File: config.mk
export PLATFORM = sky130hd
export DESIGN_NAME = spike_pushback_sched
export DESIGN_NICKNAME = d
export VERILOG_FILES = /design/src/rtl/spike_pushback_sched.sv
export SDC_FILE = /design/constraint.sdc
export NUM_CORES = 1
export LEC_CHECK = 0
export BUFFER_PORTS_ARGS = -buffer_cell sky130_fd_sc_hd__buf_4
export CAP_MARGIN = 20
export CELL_PAD_IN_SITES_DETAIL_PLACEMENT = 0
export CELL_PAD_IN_SITES_GLOBAL_PLACEMENT = 1
export CORE_UTILIZATION = 44
export DETAILED_ROUTE_END_ITERATION = 10
export HOLD_SLACK_MARGIN = 0.03
export PLACE_DENSITY = 0.82
export REMOVE_ABC_BUFFERS = 1
export SYNTH_ARGS = -nofsm -noshare
export SYNTH_HDL_FRONTEND = slang
export SYNTH_SLANG_ARGS = --single-unit
File: constraint.sdc
create_clock -name clk_i -period 1.96 [get_ports clk_i]
set_input_delay 0.49 -clock clk_i [delete_from_list [all_inputs] [get_ports clk_i]]
set_output_delay 0.49 -clock clk_i [all_outputs]
set_load 0.05 [all_outputs]
File: src/rtl/spike_pushback_sched.sv
// Spike pushback scheduler: queues spikes found during a time-step neuron scan and
// merges them with external AER events onto one registered scheduler port.
module spike_pushback_sched #(
    parameter int unsigned M     = 8,
    parameter int unsigned DEPTH = 4
) (
    input  logic         clk_i,
    input  logic         rst_ni,
    input  logic         scan_start_i,
    input  logic         scan_valid_i,
    input  logic         spike_i,
    input  logic [M-1:0] neuron_idx_i,
    input  logic         ext_req_i,
    input  logic [M-1:0] ext_addr_i,
    output logic         ext_gnt_o,
    output logic         evt_valid_o,
    output logic [M-1:0] evt_addr_o,
    output logic         evt_src_o,
    input  logic         evt_ready_i,
    output logic         scan_busy_o,
    output logic         fifo_full_o,
    output logic         overflow_o,
    output logic [M:0]   spike_cnt_o,
    output logic         inference_done_o
);
    localparam int unsigned AW = $clog2(DEPTH);

    typedef enum logic [1:0] {S_IDLE, S_SCAN, S_DRAIN, S_DONE} state_t;

    state_t       state_q, state_d;
    logic         in_scan, scan_clear;

    logic [M-1:0] mem [DEPTH];
    logic [AW:0]  wr_ptr, rd_ptr;
    logic         fifo_empty, fifo_full;

    logic         out_valid, out_src;
    logic [M-1:0] out_addr;
    logic         last_ext;
    logic         load_en, sel_pb, sel_ext;

    logic         push_req, push_ok, drop;
    logic         overflow_q;
    logic [M:0]   cnt_q;

    // Extra pointer bit tells a full FIFO from an empty one when the indices match.
    assign fifo_empty = (wr_ptr == rd_ptr);
    assign fifo_full  = (wr_ptr[AW] != rd_ptr[AW]) && (wr_ptr[AW-1:0] == rd_ptr[AW-1:0]);

    always_ff @(posedge clk_i) begin
        if (!rst_ni) begin
            state_q <= S_IDLE;
        end else begin
            state_q <= state_d;
        end
    end

    always_comb begin
        state_d = state_q;
        case (state_q)
            S_IDLE:  if (scan_start_i) state_d = S_SCAN;
            S_SCAN:  if (scan_valid_i && (neuron_idx_i == '1)) state_d = S_DRAIN;
            S_DRAIN: if (fifo_empty && !(out_valid && out_src)) state_d = S_DONE;
            S_DONE:  state_d = S_IDLE;
        endcase
    end

    always_comb begin
        in_scan          = (state_q == S_SCAN);
        scan_clear       = (state_q == S_IDLE) && scan_start_i;
        scan_busy_o      = (state_q != S_IDLE);
        inference_done_o = (state_q == S_DONE);
    end

    // Ties alternate on the last granted source; last_ext resets high so pushback wins first.
    always_comb begin
        load_en = !out_valid || evt_ready_i;
        sel_pb  = 1'b0;
        sel_ext = 1'b0;
        if (rst_ni && load_en) begin
            if (!fifo_empty && ext_req_i) begin
                sel_pb  = last_ext;
                sel_ext = !last_ext;
            end else begin
                sel_pb  = !fifo_empty;
                sel_ext = ext_req_i;
            end
        end
    end

    always_comb begin
        push_req = in_scan && scan_valid_i && spike_i;
        push_ok  = push_req && (!fifo_full || sel_pb);
        drop     = push_req && !push_ok;
    end

    always_ff @(posedge clk_i) begin
        if (push_ok) begin
            mem[wr_ptr[AW-1:0]] <= neuron_idx_i;
        end
    end

    always_ff @(posedge clk_i) begin
        if (!rst_ni) begin
            wr_ptr <= '0;
            rd_ptr <= '0;
        end else begin
            if (push_ok) wr_ptr <= wr_ptr + (AW+1)'(1);
            if (sel_pb)  rd_ptr <= rd_ptr + (AW+1)'(1);
        end
    end

    always_ff @(posedge clk_i) begin
        if (!rst_ni) begin
            out_valid <= 1'b0;
            out_addr  <= '0;
            out_src   <= 1'b0;
            last_ext  <= 1'b1;
        end else if (load_en) begin
            out_valid <= sel_pb | sel_ext;
            if (sel_pb) begin
                out_addr <= mem[rd_ptr[AW-1:0]];
                out_src  <= 1'b1;
                last_ext <= 1'b0;
            end else if (sel_ext) begin
                out_addr <= ext_addr_i;
                out_src  <= 1'b0;
                last_ext <= 1'b1;
            end
        end
    end

    always_ff @(posedge clk_i) begin
        if (!rst_ni || scan_clear) begin
            overflow_q <= 1'b0;
            cnt_q      <= '0;
        end else begin
            if (drop) overflow_q <= 1'b1;
            if (push_req && (cnt_q != '1)) cnt_q <= cnt_q + (M+1)'(1);
        end
    end

    assign ext_gnt_o   = sel_ext;
    assign evt_valid_o = out_valid;
    assign evt_addr_o  = out_addr;
    assign evt_src_o   = out_src;
    assign fifo_full_o = fifo_full;
    assign overflow_o  = overflow_q;
    assign spike_cnt_o = cnt_q;

endmodule

# --- Word-level counts from Yosys, hierarchy flattened ---
# Memory sizes are Yosys's and may differ from the RTL's. A register that Yosys moved wholly into a read port is not among the register bits.
# Cells that the tools add are included.
word_totals:
  register_bits: 29
  ram_bits: 32
  in_bits: 23
  out_inout_bits: 24
  mem_count: 1
memory_table:
  columns: ["memory", "words", "word_bits", "read_ports", "rd_clocked_by_memory_dff", "write_ports", "line_no", "rtl"]
  rows:
  - ["mem", 4, 8, 1, 1, 1, "33", "logic [M-1:0] mem [DEPTH];"]
op_classes:
  add_sub_neg: 3
  n_eq_ne: 11
  mux: 18
  bitwise_logic: 1
  reduce_logical: 27
ops:
  columns: ["operator", "count"]
  rows:
  - ["two-way mux 8 bit", 2]
  - ["logical AND 1 bit", 12]
  - ["two-way mux 1 bit", 10]
  - ["two-way mux 2 bit", 5]
  - ["adder 9 x 1 -> 9 bit, second input constant", 1]
  - ["!= test 9 bit, second input constant", 1]
  - ["equality test 8 bit, second input constant", 1]
  - ["case mux 2 bit (4 select lines)", 1]
  - ["logical NOT 1 bit", 7]
  - ["adder 3 x 1 -> 3 bit, second input constant", 2]
  - ["equality test 2 bit, second input constant", 2]
  - ["!= test 2 bit, second input constant", 2]
  - ["nonzero test 2 bit", 2]
  - ["equality test 3 bit", 1]
  - ["logical OR 1 bit", 3]
  - ["AND reduction 3 bit", 1]
  - ["equality test 2 x 1 -> 1 bit, second input constant", 1]
  - ["equality test 2 bit", 1]
  - ["logical NOT 2 bit", 1]
  - ["!= test 2 x 1 -> 1 bit, second input constant", 1]
  - ["AND reduction 2 bit", 1]
  - ["!= test 1 bit", 1]
  - ["OR 1 bit", 1]

# --- Depth between registers and ports, before layout ---
# Gate-level depths: netlist of run 1.
logic_depth:
  depth_word: 9
  depth_mapped: 9
  mapped_depth_nobuf: 8

# --- Worst setup path before layout of run 1 ---
# OpenSTA, ideal clock, no wires.
synth_timing:
  path_kind: "reg2reg"
  from: "register cnt_q[0], in the netlist spike_cnt_o[0]"
  to: "register cnt_q[4], in the netlist spike_cnt_o[4]"
  setup_time_ns: 0.124
  arrival_ns: 1.899
  required_time_ns: 1.836
  setup_slack_ns: -0.063
  path_stages_with_launch: 10
  synth_period_minus_slack_ns: 2.023
  cell_sequence: "dfxtp_1 -> ha_1 -> nand3_1 -> nor2_1 -> ha_1 -> and4b_1 -> clkbuf_1 -> nand4_1 -> xor2_1 -> nor2_1"
synth_via:
  elab_chain_len: 2
synth_rtl:
  columns: ["element", "line_no", "rtl"]
  rows:
  - ["from (decl)", "44", "logic [M:0] cnt_q;"]
  - ["from (signal assigned)", "139", "if (push_req && (cnt_q != '1)) cnt_q <= cnt_q + (M+1)'(1);"]
  - ["parallel branches: the longest is 2 deep, another holds adder 9 x 1 -> 9 bit", null, null]
# Parallel ways; which one is timed is not known.
# A chain may end at the register's enable or synchronous reset.

# --- Worst setup path after layout of run 1 ---
layout_timing:
  from: "register rd_ptr[0]"
  to: "output port ext_gnt_o"
layout_via:
  elab_chain_len: 5
layout_rtl:
  columns: ["element", "line_no", "rtl"]
  rows:
  - ["from (decl)", "34", "logic [AW:0] wr_ptr, rd_ptr;"]
  - ["from (signal assigned)", "109", "if (sel_pb) rd_ptr <= rd_ptr + (AW+1)'(1);"]
  - ["equality test 3 bit", "47", "assign fifo_empty = (wr_ptr == rd_ptr);"]
  - ["logical NOT 1 bit", "81", "if (!fifo_empty && ext_req_i) begin"]
  - ["logical AND 1 bit", "81", null]
  - ["two-way mux 1 bit", "81", null]
  - ["two-way mux 1 bit", "80", "if (rst_ni && load_en) begin"]
  - ["to (decl)", "15", "output logic ext_gnt_o,"]
# Every way passes these cells.

==> results.md, run 1 <==
- Required time worst endpoint: between 1 and 1.5 ns
- Portion of total power attributed to the clock network: 0.327
- Arrival @ worst endpoint: about 1.4 ns
- Result of the run: finished, final reports clean
- Sequential cell fraction of total power: 0.412
- Number of global-route vias before repair: roughly 2.0k
- Fraction of post-synthesis cell area in the top cell type by area: 0.339
- Smallest hold slack: 0.357 ns
- Sw frac: 0.310
- Worst min path class: input port to register
- Clock tree from TritonCTS: built
- Vias post-DR: around 2.1k
- Post-synthesis sequential area ratio: 0.559
- First-pass GRT wire length: around 9600 µm
- Critical path class: register to output pin
- Net load switching power: roughly 1.1 mW
- Vertical die dimension: a little over 80 µm
- Initial antenna violation count: 0
- Part of the total power dissipated in combinational logic: 0.261
- Core Area: approximately 6100 µm²
- Final nets: 345
- Clock skew after layout: around 0.0063 ns
- Worst setup EP type: output pin
- Die footprint: between 6000 and 7000 µm²
- Average wire per cell in the routed design: 15.2 µm
- Num Clock Sinks: between 60 and 70
- Synth Warn #: 0
- Leading post-synthesis cells by cell area: edfxtp_1 34%, dfxtp_1 22%, mux4_2 6.4%
- Headroom to the max-slew limit: 0.733
- Proportion of layout cells with a drive suffix above 1: 0.354
- Dominant cell by count in the synthesized netlist: edfxtp_1
- Highest net fanout along the worst path: 2
- Final setup violating endpoints: 0
- Wire length on met1: roughly 2700 µm
- Clock network latency to the later pin of the worst-skew pair: around 0.34 ns
- Number of cells produced by synthesis: 239
- Min setup slack post-route: roughly 0.032 ns
- Number of buffers added on ports: 46
- Total global routing overflow: 0
- #FFs+latches synth: 63
- Overall power: around 3.7 mW
- Iteration count of the initial detailed-routing pass: 4
- Top flip-flop cell by instance count after synthesis: edfxtp_1
- Internal power consumption: between 2 and 3 mW
- Standard-cell row count: 28
- Startpoint type of the worst setup path: register
- Design area: between 3000 and 4000 µm²
- Fin crit share: 0.984
- P&R area growth vs syn: 31.3%
- Final slew viol count: 0
- Number of antenna diodes: 0
- Clock transition at the registers of the reported paths: 0.07 ns
- Final hold violation count: 0
- First-iteration detailed-routing DRC count: 78
- Mean area per synthesized cell: roughly 12 µm²
- Slew at the pin closest to its max-slew limit: between 0.4 and 0.5 ns
- Average vias per placed instance: roughly 5.3
- Number of clock buffers inserted by TritonCTS: 9
- HPWL after detailed placement: ~4300 µm
- DRC violation count after routing: 0
- Initial Util: 0.467
- Final wirelength: around 5900 µm
- Routed Antenna Nets: 0
- Synth async-reset ratio: 0
- Pre-CTS setup slack: between 0.09 and 0.1 ns
- Post-layout min period: between 1.5 and 2 ns
- Top cell types by occurrence after synthesis: 32 x edfxtp_1, 31 x dfxtp_1, 20 x nand2_1
- Placed cell area: around 3400 µm²
- Pin count of the biggest net entering global routing: 13
- Die Span X: 82.2 µm
- Wire length on met3: ~290 µm
- Highest routing layer actually used: met4
- P per Cell Area: ~1000 nW/µm²
- EDFF count, synth: 32
- Largest area contributor in the synthesized netlist: edfxtp_1
- Routability cong.: 0.787
- Slack of the worst reg-to-reg path: 0.14 ns
- Global Route Usage Sum: 0.198
- Total standard cell area after synthesis: approximately 2800 µm²
- Largest vdd supply drop: between 0.0006 and 0.0007 V
- Unrepaired setup endpoints after global routing: true
- Number of max-capacitance violations reported: 0
- Sum of met2 wire segment lengths after detailed routing: 2850 µm
- Standby leakage power: 1.44 nW
- Number of H-tree levels: 3
- Maximum achievable frequency: around 0.52 GHz
- Count of cell types in the netlist: 38
- Ports: between 40 and 50
- Maximum buffer depth of the clock tree: 2
- Clock root buffer: clkbuf_8
==> worst max-delay path, cell delays in order (launching register included) <==
cell and delay, ns:
dfxtp_1 0.34, xor2_2 0.19, nor3_2 0.19, o211ai_1 0.13
inv_1 0.09, buf_6 0.15
==> metal layers <==
| metal | global-route usage | vias to the layer above |
|---|---|---|
| met5 | 0 | - |
| met2 | 0.318 | 56 |
| met3 | 0.0407 | 10 |
| met1 | 0.257 | 983 |
| met4 | 0.0895 | 0 |
| li1 | - | 1019 |
==> layout by cell type (no fill, tap or decap), types with 4 or more instances in the layout <==
master     n
a21oi_1   15
a311oi_1   6
and2_1     6
buf_4     66
clkbuf_8   9
dfxtp_1   26
edfxtp_1  32
ha_1      12
inv_1     11
mux2i_1    4
mux4_2     8
nand2_1   20
nand3_1   17
nor2_1    10
nor3_2     4
o21ai_0   11
xnor2_1    6
==> sequential cells by signal, summed over array words and instances, names as in the netlist, 2 cells and up, named ones only <==
register     count
rd_ptr           3
state_q          2
wr_ptr           3
evt_addr_o       8
mem             32
spike_cnt_o      9
==> layout make-up <==
type / count / area (µm²)
clock buffer: 9 / 124
clock inverter: 6 / 86.3
fill: 491 / 2340
inverter: 11 / 41.3
multi-input combinational: 154 / 1200
sequential: 63 / 1590
tap: 75 / 93.8
timing repair buffer: 71 / 578
==> logic make-up after synthesis <==
group                    synth area share
AND/OR/NAND/NOR                     0.143
flip-flops                          0.559
AO/OA/AOI/OAI                      0.0941
buffers and inverters              0.0340
XOR/XNOR                           0.0398
multiplexers                       0.0778
adder cells (fa/ha/maj)            0.0530
==> final timing paths <==
check | start | to | depth (start not counted)
worst max-delay path | rd_ptr[0]$_SDFFE_PN0N_ | ext_gnt_o | 5
worst min register to register | rd_ptr[2]$_SDFFE_PN0N_ | rd_ptr[2]$_SDFFE_PN0N_ | 1
worst max register to register | spike_cnt_o[0]$_SDFFE_PP0P_ | spike_cnt_o[3]$_SDFFE_PP0P_ | 8
worst min-delay path | neuron_idx_i[4] | mem[0][4]$_DFFE_PP_ | 1
==> power by group through the flow <==
stage / clock network, mW / logic, mW / registers [mW]
floorplan: 0 / 0.491 / 1.67
global placement: 0 / 0.936 / 1.55
detailed placement: 0 / 0.945 / 1.55
CTS: 1.23 / 0.958 / 1.52
global route: 1.29 / 1.07 / 1.53
finish: 1.21 / 0.967 / 1.52
==> repair_timing <==
item / in CTS / in global routing
hold buffers: 0 / 0
pin swaps: 5 / 3
setup endpoints to repair: 2 / 37
setup buffers: 3 / 2
resized for setup: 9 / 9
==> stage by stage <==
stage                     utilization  setup TNS [ns]  instances
after detailed placement        0.562               0        369
after CTS                       0.605         -0.0154        387
after floorplan                     -          -0.237        228
after global routing            0.614         -0.0260        389
final                           0.614               0        389
after global placement          0.562               0        369
Note: power is estimated with default switching activity, not from simulation.
==> run 2, diff against run 1 <==
--- a/config.mk
+++ b/config.mk
@@ -9,6 +9,7 @@
 export CAP_MARGIN = 20
 export CELL_PAD_IN_SITES_DETAIL_PLACEMENT = 0
 export CELL_PAD_IN_SITES_GLOBAL_PLACEMENT = 1
+export CORE_MARGIN = 4
 export CORE_UTILIZATION = 44
 export DETAILED_ROUTE_END_ITERATION = 10
 export HOLD_SLACK_MARGIN = 0.03
==> run 2 against run 1 <==
Against the previous run: non-clock buffer count down 1; die area up 15%; largest cell class unchanged; largest power group unchanged; combinational power down 1%; critical path type unchanged.
==> results.md, run 2 (synthesis gave the netlist of run 1 again) <==
- Net load switching power: around 1.1 mW
- Vertical die dimension: between 80 and 90 µm
- Reg2reg end: mem[2][7]$_DFFE_PP_
- Worst min path class: input port to register
- End of the critical path: ext_gnt_o
- CP max stage cell: dfxtp_2
- Sequential cell fraction of total power: 0.428
- First-pass GRT wire length: ~9900 µm
- Design area: 3670 µm²
- Pin count of the biggest net entering global routing: 13
- Placed cell area: around 3400 µm²
- Ports: 47
- P per Cell Area: around 970 nW/µm²
- DRC violation count after routing: 0
- Startpoint type of the worst setup path: register
- Slew at the pin closest to its max-slew limit: 0.434 ns
- Routability cong.: 0.802
- Fill cell count: 524
- P&R area growth vs syn: 29.8%
- Standard-cell row count: 28
- Vias post-DR: 2068
- Final wirelength: between 6000 and 7000 µm
- Required time worst endpoint: ~1.5 ns
- Initial antenna violation count: 0
- Smallest hold slack: roughly 0.36 ns
- Post-layout min period: about 2 ns
- Post-Layout Cell Count: 389
- Final standard cell utilization of the core: 0.603
- Num Clock Sinks: 63
- Crit path launch: wr_ptr[0]$_SDFFE_PN0P_
- Result of the run: finished, final reports clean
- Portion of total power attributed to the clock network: 0.304
- Most common cell after layout, fill and taps aside: buf_4
- Final hold violation count: 0
- Clock tree from TritonCTS: built
- Maximum achievable frequency: 0.514 GHz
- Clock transition at the registers of the reported paths: about 0.070 ns
- List of cells traversed by the critical path: xor2_2, nor3_2, o211ai_1, inv_1, buf_6
- Number of antenna diodes: 0
- Clock network latency to the later pin of the worst-skew pair: roughly 0.34 ns
- Largest stage delay, worst path: 0.34 ns
- Unrepaired setup endpoints after global routing: true
- Average wire per cell in the routed design: 15.8 µm
- Min setup slack post-route: 0.0160 ns
- Clock skew after layout: slightly above 0.01 ns
- Die Span X: ~88 µm
- Part of the total power dissipated in combinational logic: 0.269
- Worst setup EP type: output pin
- Area used by multi-input combinational logic: 1190 µm²
- Worst Reg-to-Reg Cells: 7
- First-iteration detailed-routing DRC count: between 100 and 150
- Number of H-tree levels: 3
- Global Route Usage Sum: 0.171
- Average vias per placed instance: ~5.3
- Headroom to the max-slew limit: 0.707
- Critical path class: register to output pin
- Number of global-route vias before repair: about 2k
- Clock root buffer: clkbuf_8
- Pre-CTS setup slack: about 0.13 ns
- Total global routing overflow: 0
- Number of clock buffers inserted by TritonCTS: 9
- Dpl cells: 370
- Number of max-capacitance violations reported: 0
- Max FFs per register: 32
- Fin crit share: 0.992
- Worst flop-to-flop path startpoint: rd_ptr[1]$_SDFFE_PN0N_
- Sw frac: 0.320
- Arrival @ worst endpoint: roughly 1.5 ns
- Largest vdd supply drop: 0.000585 V
- Highest-count cells in the layout ignoring fill and taps: 65 x buf_4, 32 x edfxtp_1, 26 x dfxtp_1, 20 x nand2_1, 17 x nand3_1
- Maximum buffer depth of the clock tree: 2
- HPWL after detailed placement: around 4500 µm
- Overall power: 3.56 mW
- Number of buffers added on ports: 46
- Core Area: 6100 µm²
- Initial Util: 0.464
- Post-Route Setup TNS: 0 ns
- Iteration count of the initial detailed-routing pass: 4
- Final setup violating endpoints: 0
- Die footprint: around 7800 µm²
- Routed Antenna Nets: 0
- Internal power consumption: 2.42 mW
- Final slew viol count: 0
- Highest net fanout along the worst path: 2
- Proportion of layout cells with a drive suffix above 1: 0.338
- Slack of the worst reg-to-reg path: roughly 0.1 ns
- Final nets: between 300 and 400
- Register area: 1590 µm²
- Standby leakage power: between 1 and 1.5 nW
==> run 2: area by class of cell <==
class                   instances  share of cell area
repair buffers                 70               0.155
well taps                      75              0.0255
inverters                      11              0.0112
clock inverters                 6              0.0170
flip-flops and latches         63               0.433
clock buffers                  10              0.0347
multi-input cells             154               0.323
==> run 2: how the worst min path moves through the flow <==
stage / startpoint / end / slack, ns / cells after the start
CTS: neuron_idx_i[7] / mem[3][7]$_DFFE_PP_ / 0.35 / 1
global route: neuron_idx_i[5] / mem[1][5]$_DFFE_PP_ / 0.34 / 1
global placement: spike_cnt_o[8]$_SDFFE_PP0P_ / spike_cnt_o[8]$_SDFFE_PP0P_ / 0.47 / 2
finish: neuron_idx_i[5] / mem[1][5]$_DFFE_PP_ / 0.36 / 1
floorplan: state_q[1]$_SDFFE_PN0P_ / state_q[1]$_SDFFE_PN0P_ / 0.47 / 2
detailed placement: spike_cnt_o[8]$_SDFFE_PP0P_ / spike_cnt_o[8]$_SDFFE_PP0P_ / 0.49 / 2
==> run 2: power groups by stage <==
stage          clock network, mW  logic, mW  registers (mW)
2_1_floorplan                  0      0.491            1.67
3_3_place_gp                   0      0.939            1.55
3_5_place_dp                   0      0.943            1.55
4_1_cts                     1.10      0.958            1.53
5_1_grt                     1.17       1.04            1.54
6_report                    1.08      0.956            1.52
==> run 2: worst max-delay path, delay by kind of cell (launching register included) <==
family,cells,cell delay (ns)
buffers and inverters,2,0.24
AO/OA/AOI/OAI,1,0.14
XOR/XNOR,1,0.18
flip-flops,1,0.34
AND/OR/NAND/NOR,1,0.22
==> run 2: layer usage <==
layer	up-vias	GRT usage	wire length, µm
met4	0	0.0824	103
li1	1018	-	-
met1	994	0.223	2820
met5	-	0	0
met3	9	0.0345	308
met2	47	0.274	2910
==> run 2: repair_timing <==
action,CTS,global route
gates cloned,0,0
setup endpoints to repair,2,3
buffers inserted,2,1
pin swaps,6,3
hold buffers,0,0
gates resized for setup,11,3
